$ cat config.mk
export PLATFORM = sky130hd
export DESIGN_NAME = answer_gen
export DESIGN_NICKNAME = d
export VERILOG_FILES = /design/src/rtl/answer_gen_pkg.sv /design/src/rtl/lfsr_galois.sv /design/src/rtl/answer_gen.sv
export SDC_FILE = /design/constraint.sdc
export NUM_CORES = 1
export LEC_CHECK = 0
export CAP_MARGIN = 20
export CORE_ASPECT_RATIO = 1.2
export CORE_MARGIN = 5
export CORE_UTILIZATION = 55
export CTS_CLUSTER_DIAMETER = 80
export DETAILED_ROUTE_END_ITERATION = 12
export PLACE_DENSITY = 0.79
export SKIP_CTS_REPAIR_TIMING = 1
export SYNTH_ARGS = -nofsm -noshare
export SYNTH_HDL_FRONTEND = slang
export SYNTH_SLANG_ARGS = --single-unit
export TNS_END_PERCENT = 100
$ cat constraint.sdc
create_clock -name clk -period 2.5 [get_ports clk]
set_input_delay 0.25 -clock clk [delete_from_list [all_inputs] [get_ports clk]]
set_output_delay 0.25 -clock clk [all_outputs]
set_load 0.01 [all_outputs]
$ cat src/rtl/answer_gen_pkg.sv
// Shared types and constants for the answer generator: FSM states, the BCD
// digit ceiling and the Galois feedback mask for x^16+x^14+x^13+x^11+1.
package answer_gen_pkg;

    typedef enum logic [1:0] {
        IDLE = 2'd0,
        DRAW = 2'd1,
        HOLD = 2'd2,
        DONE = 2'd3
    } state_t;

    localparam logic [3:0]  BCD_MAX   = 4'd9;
    // Right-shifting Galois form: exponents 16,14,13,11 land on bits 15,13,12,10.
    localparam logic [15:0] LFSR_TAPS = 16'hB400;

endpackage

$ cat src/rtl/lfsr_galois.sv
// Free-running right-shift Galois LFSR. A zero seed would lock up, so it is
// replaced by 1. Only the low OUT_W bits are exported as random data.
module lfsr_galois #(
    parameter int           W     = 16,
    parameter logic [W-1:0] SEED  = W'(1),
    parameter logic [W-1:0] TAPS  = '0,
    parameter int           OUT_W = 4
) (
    input  logic             clk,
    input  logic             rst,
    output logic [OUT_W-1:0] rnd
);

    localparam logic [W-1:0] INIT = (SEED == '0) ? W'(1) : SEED;

    logic [W-1:0] lfsr;

    always_ff @(posedge clk or posedge rst) begin
        if (rst) lfsr <= INIT;
        else     lfsr <= (lfsr >> 1) ^ (lfsr[0] ? TAPS : '0);
    end

    assign rnd = lfsr[OUT_W-1:0];

endmodule

$ cat src/rtl/answer_gen.sv
// Draws the secret BCD answer digits for the guessing game and steps the
// difficulty whenever the comparator's round counter wraps to zero.
module answer_gen
    import answer_gen_pkg::*;
#(
    parameter int                LFSR_W     = 16,
    parameter logic [LFSR_W-1:0] SEED       = 16'hACE1,
    parameter int                MAX_TRIES  = 4,
    parameter int                LAST_LEVEL = 3
) (
    input  logic       clk,
    input  logic       restart,
    input  logic       start,
    input  logic [2:0] round_in,
    output logic [3:0] answer0,
    output logic [3:0] answer1,
    output logic [3:0] answer2,
    output logic [1:0] Max_digit,
    output logic       answer_valid,
    output logic       game_done,
    output logic [1:0] state_dbg
);

    localparam int TW = $clog2(MAX_TRIES + 1);

    state_t        state, state_next;
    logic [3:0]    nib;
    logic [3:0]    digits [3];
    logic [2:0]    prev_round;
    logic [1:0]    digit_idx;
    logic [TW-1:0] try_cnt;
    logic [1:0]    max_next;
    logic          draw_enter;
    logic          is_ms;
    logic          nib_ok;
    logic          take;
    logic [3:0]    digit_val;

    lfsr_galois #(
        .W     (LFSR_W),
        .SEED  (SEED),
        .TAPS  (LFSR_TAPS),
        .OUT_W (4)
    ) u_lfsr (
        .clk (clk),
        .rst (restart),
        .rnd (nib)
    );

    always_comb begin
        is_ms      = (digit_idx == Max_digit - 2'd1);
        nib_ok     = (nib <= BCD_MAX) && !(is_ms && (Max_digit > 2'd1) && (nib == 4'd0));
        take       = nib_ok || (try_cnt == TW'(MAX_TRIES));
        // Once the retry budget is spent the nibble is folded into range instead.
        digit_val  = nib_ok ? nib : ((nib > BCD_MAX) ? nib - 4'd6 : 4'd1);
        state_next = state;
        draw_enter = 1'b0;
        max_next   = Max_digit;
        case (state)
            IDLE: if (start) begin
                state_next = DRAW;
                draw_enter = 1'b1;
                max_next   = 2'd1;
            end
            DRAW: if (take && is_ms) state_next = HOLD;
            HOLD: if (round_in != prev_round) begin
                if (round_in != 3'd0) begin
                    state_next = DRAW;
                    draw_enter = 1'b1;
                end else if (Max_digit < 2'(LAST_LEVEL)) begin
                    state_next = DRAW;
                    draw_enter = 1'b1;
                    max_next   = Max_digit + 2'd1;
                end else begin
                    state_next = DONE;
                end
            end
            default: ;
        endcase
    end

    always_ff @(posedge clk or posedge restart) begin
        if (restart) state <= IDLE;
        else         state <= state_next;
    end

    always_ff @(posedge clk or posedge restart) begin
        if (restart) begin
            digits       <= '{default: 4'd0};
            Max_digit    <= 2'd0;
            answer_valid <= 1'b0;
            prev_round   <= 3'd1;
            digit_idx    <= 2'd0;
            try_cnt      <= '0;
        end else begin
            Max_digit <= max_next;
            if (draw_enter) begin
                answer_valid <= 1'b0;
                digit_idx    <= 2'd0;
                try_cnt      <= '0;
                for (int i = 0; i < 3; i++) begin
                    if (i >= int'(max_next)) digits[i] <= 4'd0;
                end
            end else if (state == DRAW) begin
                if (take) begin
                    digits[digit_idx] <= digit_val;
                    digit_idx         <= digit_idx + 2'd1;
                    try_cnt           <= '0;
                    // Round is sampled as the answer becomes visible; later moves show up in HOLD.
                    if (is_ms) begin
                        answer_valid <= 1'b1;
                        prev_round   <= round_in;
                    end
                end else begin
                    try_cnt <= try_cnt + TW'(1);
                end
            end
        end
    end

    assign answer0   = digits[0];
    assign answer1   = digits[1];
    assign answer2   = digits[2];
    assign game_done = (state == DONE);
    assign state_dbg = state;

endmodule
==> reports/qor.txt, run 1 <==
grt total ovfl: 0
CP startpoint kind: flop
share of layout cells above drive strength 1: 19.8%
critical path class: reg -> reg
type of the worst min-delay path: reg -> reg
clk buf depth: 2
placed inst area: 2370 µm²
wire length per cell: 15.7 µm
status: finished, final reports clean
P&R area growth vs syn: 20.0%
warning count from the yosys run: 0
Critical Path AT: 2520 ps
RSZ-0062 raised after global routing: no
worst hold path startpoint: u_lfsr.lfsr[12]
# diodes: 0
FF-to-FF path depth: 7
worst endpoint required time: 2680 ps
GRT Overall Usage: 18.3%
CP max FO: 6
starting density of the core: 56.6%
CTS tree: built
Final setup violation count: 0
cell area after synthesis: 2060 µm²
CP Capture Type: flop
drt initial violations: 73
setup slack, reg-to-reg: 160 ps
total die area: 5070 µm²
number of top-level pins: 24
Final Hold Viols: 0
initial antenna violation count: 0
Root Driver: clkbuf_8
vias: 1388
htree depth: 2
overall power: 2120 µW
Post-synth top flop: dfrtp_1
post-route insts no fill: 254
Post-Route WL: 3990 µm
PwrDens: 859 nW/µm²
Worst slew margin: 65.8%
clock-pin slew on the worst setup and hold paths: 70 ps
measured slew at the worst slew-check pin: 508 ps
CTS Buf Count: 5
Leak: 0.00113 µW
die width: 65.8 µm
hold path endpoint: u_lfsr.lfsr[11]
clk sink count: 41
Syn Inst Count: 169
largest net degree at the start of global routing: 42
Final Skew: 5.74 ps
sequential area share after synthesis: 50.5%
first-pass GRT wire length: 7010 µm
Mean Syn Cell Area: 12.2 µm²
top cells by area, synth: dfrtp_1 39%, dfstp_2 12%, ha_1 8.5%, xor2_1 3.8%, inv_1 3.1%
Synth area leader: dfrtp_1
worst r2r src: state_dbg[0]
f_max: 0.427 GHz
Max Cap Viol: 0
Hold Crit Depth: 0
Seq cells post-synth: 41
Post-synth EDFFs: 0
final instance area: 2470 µm²
Yosys cell types: 48
fin crit share: 93.6%
vias in the first global route: 1499
Inst Count DP: 246
Rows: 24
core area: 3630 µm²
Detail Route Antenna Nets: 0
First-pass DRT Iterations: 4
Post-route DRC: 0
DP HPWL: 2920 µm
Final GP Congestion: 0.819
Die Y: 77.0 µm
Final Critical Period: 2340 ps
VDD IR max: 551 µV
Fin Hold WS: 353 ps
Post-synth ARST share: 100%
Setup TNS: 0 ps
Skew-Pair Late Insertion Delay: 300 ps
Crit Reg-Reg Endpoint: answer0[2]
vias per cell: 5.46
PortBufs: 23
fin. max-slew vios: 0
area share of the leading cell type in the synthesized netlist: 39.0%
nets: 221
Net Count, Synth: 189
==> metrics by stage <==
stage / util, % / worst slack (ps)
floorplan: - / 316
global placement: 65.1 / 127
detailed placement: 65.1 / 58.2
CTS: 67.9 / 168
global route: 67.9 / 22.8
finish: 67.9 / 160
==> placed cells by master, fill, tap and decap left out, types with 2 or more instances in the layout <==
| cell type | count |
|---|---|
| nand2_1 | 8 |
| dfrtp_1 | 32 |
| nand4_1 | 4 |
| nand3_1 | 3 |
| mux2i_1 | 4 |
| a211oi_1 | 2 |
| o21ai_0 | 3 |
| o22ai_1 | 2 |
| o2bb2ai_1 | 3 |
| a21oi_1 | 4 |
| clkdlybuf4s50_1 | 23 |
| ha_1 | 14 |
| nor2_1 | 10 |
| mux2_2 | 4 |
| xor2_1 | 9 |
| nor2b_1 | 3 |
| mux2_4 | 3 |
| nand3_2 | 2 |
| clkbuf_8 | 7 |
| inv_1 | 17 |
| mux2_1 | 4 |
| nand2_2 | 2 |
| buf_4 | 2 |
| dfstp_2 | 9 |
==> synth_stat cells (all sizes together) (2+ instances only) <==
master	count
a211oi	2
a21oi	4
and2	2
dfrtp	32
dfstp	9
ha	14
inv	17
mux2	11
mux2i	4
nand2	10
nand3	5
nand4	4
nor2	10
nor2b	3
nor3	2
o21ai	4
o22ai	3
o2bb2ai	3
xor2	9
==> metal layers <==
| layer | global-route usage, % | part of all wire [%] | wire length (µm) | vias up |
|---|---|---|---|---|
| met4 | 8.92 | 2.2 | 89 | 0 |
| met5 | 0 | 0 | 0 | - |
| met2 | 31.0 | 53 | 2100 | 33 |
| met1 | 21.3 | 41 | 1660 | 691 |
| met3 | 3.95 | 3.7 | 148 | 7 |
| li1 | - | - | - | 657 |
==> report_power, final <==
| group | internal [µW] | switching, µW |
|---|---|---|
| sequential | 740 | 73.2 |
| clock | 249 | 220 |
| combinational | 368 | 471 |
| total | 1360 | 764 |
==> final cells by class <==
| cell class | count | area, µm² |
|---|---|---|
| flip-flops and latches | 41 | 1040 |
| clock inverters | 1 | 5.00 |
| clock buffers | 7 | 96.3 |
| repair buffers | 25 | 245 |
| well taps | 52 | 65.1 |
| inverters | 17 | 63.8 |
| fillers | 274 | 1170 |
| multi-input cells | 111 | 955 |
==> kinds of logic after synthesis <==
logic type	synth area share, %
and+or+nand+nor	12.5
DFF	50.5
AOI/OAI and AO/OA	12.6
buffers and inverters	3.10
muxes	8.52
adders and majority gates	8.52
xor gates and xnor gates	4.26
==> sequential cells by signal, summed over array words and instances (netlist names) <==
| register | count |
|---|---|
| Max_digit | 2 |
| answer0 | 4 |
| answer1 | 4 |
| answer2 | 4 |
| answer_valid | 1 |
| digit_idx | 2 |
| prev_round | 3 |
| state_dbg | 2 |
| try_cnt | 3 |
| u_lfsr.lfsr | 16 |
==> worst max path at each step <==
stage                            end  cells past startpoint         start  slack [ps]
after CTS                 answer0[2]                      7  state_dbg[0]         170
after floorplan           answer0[1]                      7  state_dbg[0]         320
after global placement    answer0[1]                      6   round_in[1]         130
after detailed placement  answer0[2]                      6   round_in[1]          60
final                     answer0[2]                      7  state_dbg[0]         160
after global routing      answer1[2]                      7  Max_digit[1]          20
==> worst max-delay path, stage by stage (launching register included) <==
cell	delay (ps)
dfrtp_1	430
inv_1	130
ha_1	290
inv_1	140
o41ai_4	390
nand2_2	130
o32ai_4	390
mux2_4	340
Power figures use the tool's default switching activity.
==> inputs of run 2 (changes only) <==
CORE_MARGIN = 2   (was 5)
PLACE_DENSITY = default   (was 0.79)
PLACE_DENSITY_LB_ADDON = 0.3   (was default)
==> run 2 against run 1 <==
  * Sequential power is essentially flat
  * Worst hold slack lost 2.6 ps
  * Cell count down 5.1%
  * Sequential cell count stayed put
  * Combinational power barely moved
  * Sequential share of layout area shrank 0.064 points
  * Via count grew 0.94%
  * Critical path depth shrank 1
  * First-iteration DRC count is 14% lower
  * Global-route usage up 3.4 points
  * Die area is 16% lower
==> reports/qor.txt, run 2 (synthesis results as in run 1) <==
worst slack at placement: 28.2 ps (-30.0 ps)
DP HPWL: 2880 µm (-1.5%)
critical path class: reg -> reg
Post-Route WL: 3990 µm (-0.13%)
Final GP Congestion: 0.852 (+4.1%)
initial antenna violation count: 0 (unchanged)
Max Cap Viol: 0 (unchanged)
Post-route DRC: 0 (unchanged)
grt total ovfl: 0 (unchanged)
CP startpoint kind: flop
htree depth: 2 (unchanged)
vias in the first global route: 1441 (-3.9%)
PwrDens: 888 nW/µm² (+3.4%)
fin. max-slew vios: 0 (unchanged)
commonest cells after routing, fill and taps aside: 32 x dfrtp_1, 23 x clkdlybuf4s50_1, 17 x inv_1
vias per cell: 5.81 (+6.4%)
setup slack, reg-to-reg: 170 ps (about the same)
CTS tree: built
die width: 59.8 µm (-9.1%)
number of top-level pins: 24 (unchanged)
type of the worst min-delay path: reg -> reg
Final setup violation count: 0 (unchanged)
RSZ-0062 raised after global routing: no
PnR worst setup slack: 174 ps (+14.0 ps)
clk buf depth: 2 (unchanged)
Final Critical Period: 2330 ps (-14.0 ps)
# diodes: 0 (unchanged)
Skew-Pair Late Insertion Delay: 300 ps (about the same)
drt initial violations: 63 (-14%)
Crit Reg-Reg Endpoint: answer0[2]
core area: 3600 µm² (-0.83%)
starting density of the core: 57.0% (+0.47 points)
Critical Path Source: Max_digit[0]
CP Capture Type: flop
share of layout cells above drive strength 1: 20.8% (+0.99 points)
CTS Buf Count: 5 (unchanged)
Critical Path AT: 2520 ps (about the same)
status: finished, final reports clean
VDD IR max: 480 µV (-13%)
Worst slew margin: 65.9% (+0.17 points)
wire length per cell: 16.5 µm (+5.3%)
total die area: 4240 µm² (-16%)
worst endpoint required time: 2690 ps (about the same)
Leak: 0.00113 µW (+0.21%)
Setup TNS: 0 ps (unchanged)
clock-pin slew on the worst setup and hold paths: 80 ps (about the same)
max reg flops: 16 (unchanged)
PortBufs: 23 (unchanged)
P&R area growth vs syn: 20.2%
commonest non-fill, non-tap cell in the layout: dfrtp_1
Setup crit end: answer0[2]
Die Y: 71.0 µm (-7.8%)
CP max FO: 6 (unchanged)
FF-to-FF path depth: 6 (-1)
worst r2r src: Max_digit[0]
Top reg by flops: u_lfsr.lfsr
nets: 221 (unchanged)
largest net degree at the start of global routing: 42 (unchanged)
Rows: 24 (unchanged)
f_max: 0.430 GHz (+0.60%)
First-pass DRT Iterations: 4 (unchanged)
Final Skew: 9.00 ps (+3.26 ps)
Hold Crit Depth: 0 (unchanged)
Root Driver: clkbuf_8
measured slew at the worst slew-check pin: 511 ps (+2.88 ps)
first-pass GRT wire length: 6760 µm (-3.5%)
Detail Route Antenna Nets: 0 (unchanged)
Final Hold Viols: 0 (unchanged)
Fin Hold WS: 351 ps (-2.57 ps)
fin crit share: 93.0% (-0.56 points)
vias: 1401 (+0.94%)
GRT Overall Usage: 21.7% (+3.4 points)
clk sink count: 41 (unchanged)
-- run 2: cell types whose count changed in the layout (fill, tap and decap cells not counted) --
cell / change
bufinv_16: +1
clkbuf_8: -2
ha_1: -1
ha_2: +1
inv_6: +1
nor4b_1: -1
nor4b_2: +1
-- run 2: metrics by stage --
step	instances	area (µm²)	utilization (%)	total power, µW
4_1_cts	241	2460	68.3	2200
6_report	241	2470	68.6	2200
3_3_place_gp	233	2350	65.2	1620
5_1_grt	241	2470	68.6	2330
2_1_floorplan	169	2060	-	1440
3_5_place_dp	233	2350	65.2	1660
-- run 2: power breakdown --
| part | internal (µW) | switching, µW | leakage [µW] |
|---|---|---|---|
| logic | 370 | 470 | 0.000547 |
| registers | 739 | 76.4 | 0.000523 |
| clock network | 299 | 240 | 0.0000585 |
| total | 1410 | 787 | 0.00113 |
-- run 2: worst min path at each step --
stage / start / slack, ps / end
6_report: u_lfsr.lfsr[9] / 350 / u_lfsr.lfsr[8]
5_1_grt: u_lfsr.lfsr[9] / 360 / u_lfsr.lfsr[8]
3_3_place_gp: u_lfsr.lfsr[12] / 340 / u_lfsr.lfsr[11]
3_5_place_dp: u_lfsr.lfsr[8] / 340 / u_lfsr.lfsr[7]
2_1_floorplan: u_lfsr.lfsr[4] / 330 / u_lfsr.lfsr[3]
4_1_cts: u_lfsr.lfsr[9] / 360 / u_lfsr.lfsr[8]
-- run 2: critical path: stages, from the launching register on --
cell and delay, ps:
dfrtp_1 500, ha_1 200, or4b_1 480, o311ai_2 170, nand3_1 280, o32ai_4 260
mux2_4 340
-- run 2: routing by layer --
metal  track usage (%)  routed length [µm]
met5                 0                   0
met4              8.40                  84
met3              6.22                 149
met2              34.7                1980
met1              27.6                1770
-- run 2: cell type report --
cell class	count	area, µm²
Fill cell	288	1130
Sequential cell	41	1040
Multi-Input combinational cell	111	963
Timing Repair Buffer	25	245
Clock buffer	5	68.8
Inverter	17	63.8
Tap cell	39	48.8
Clock inverter	3	43.8
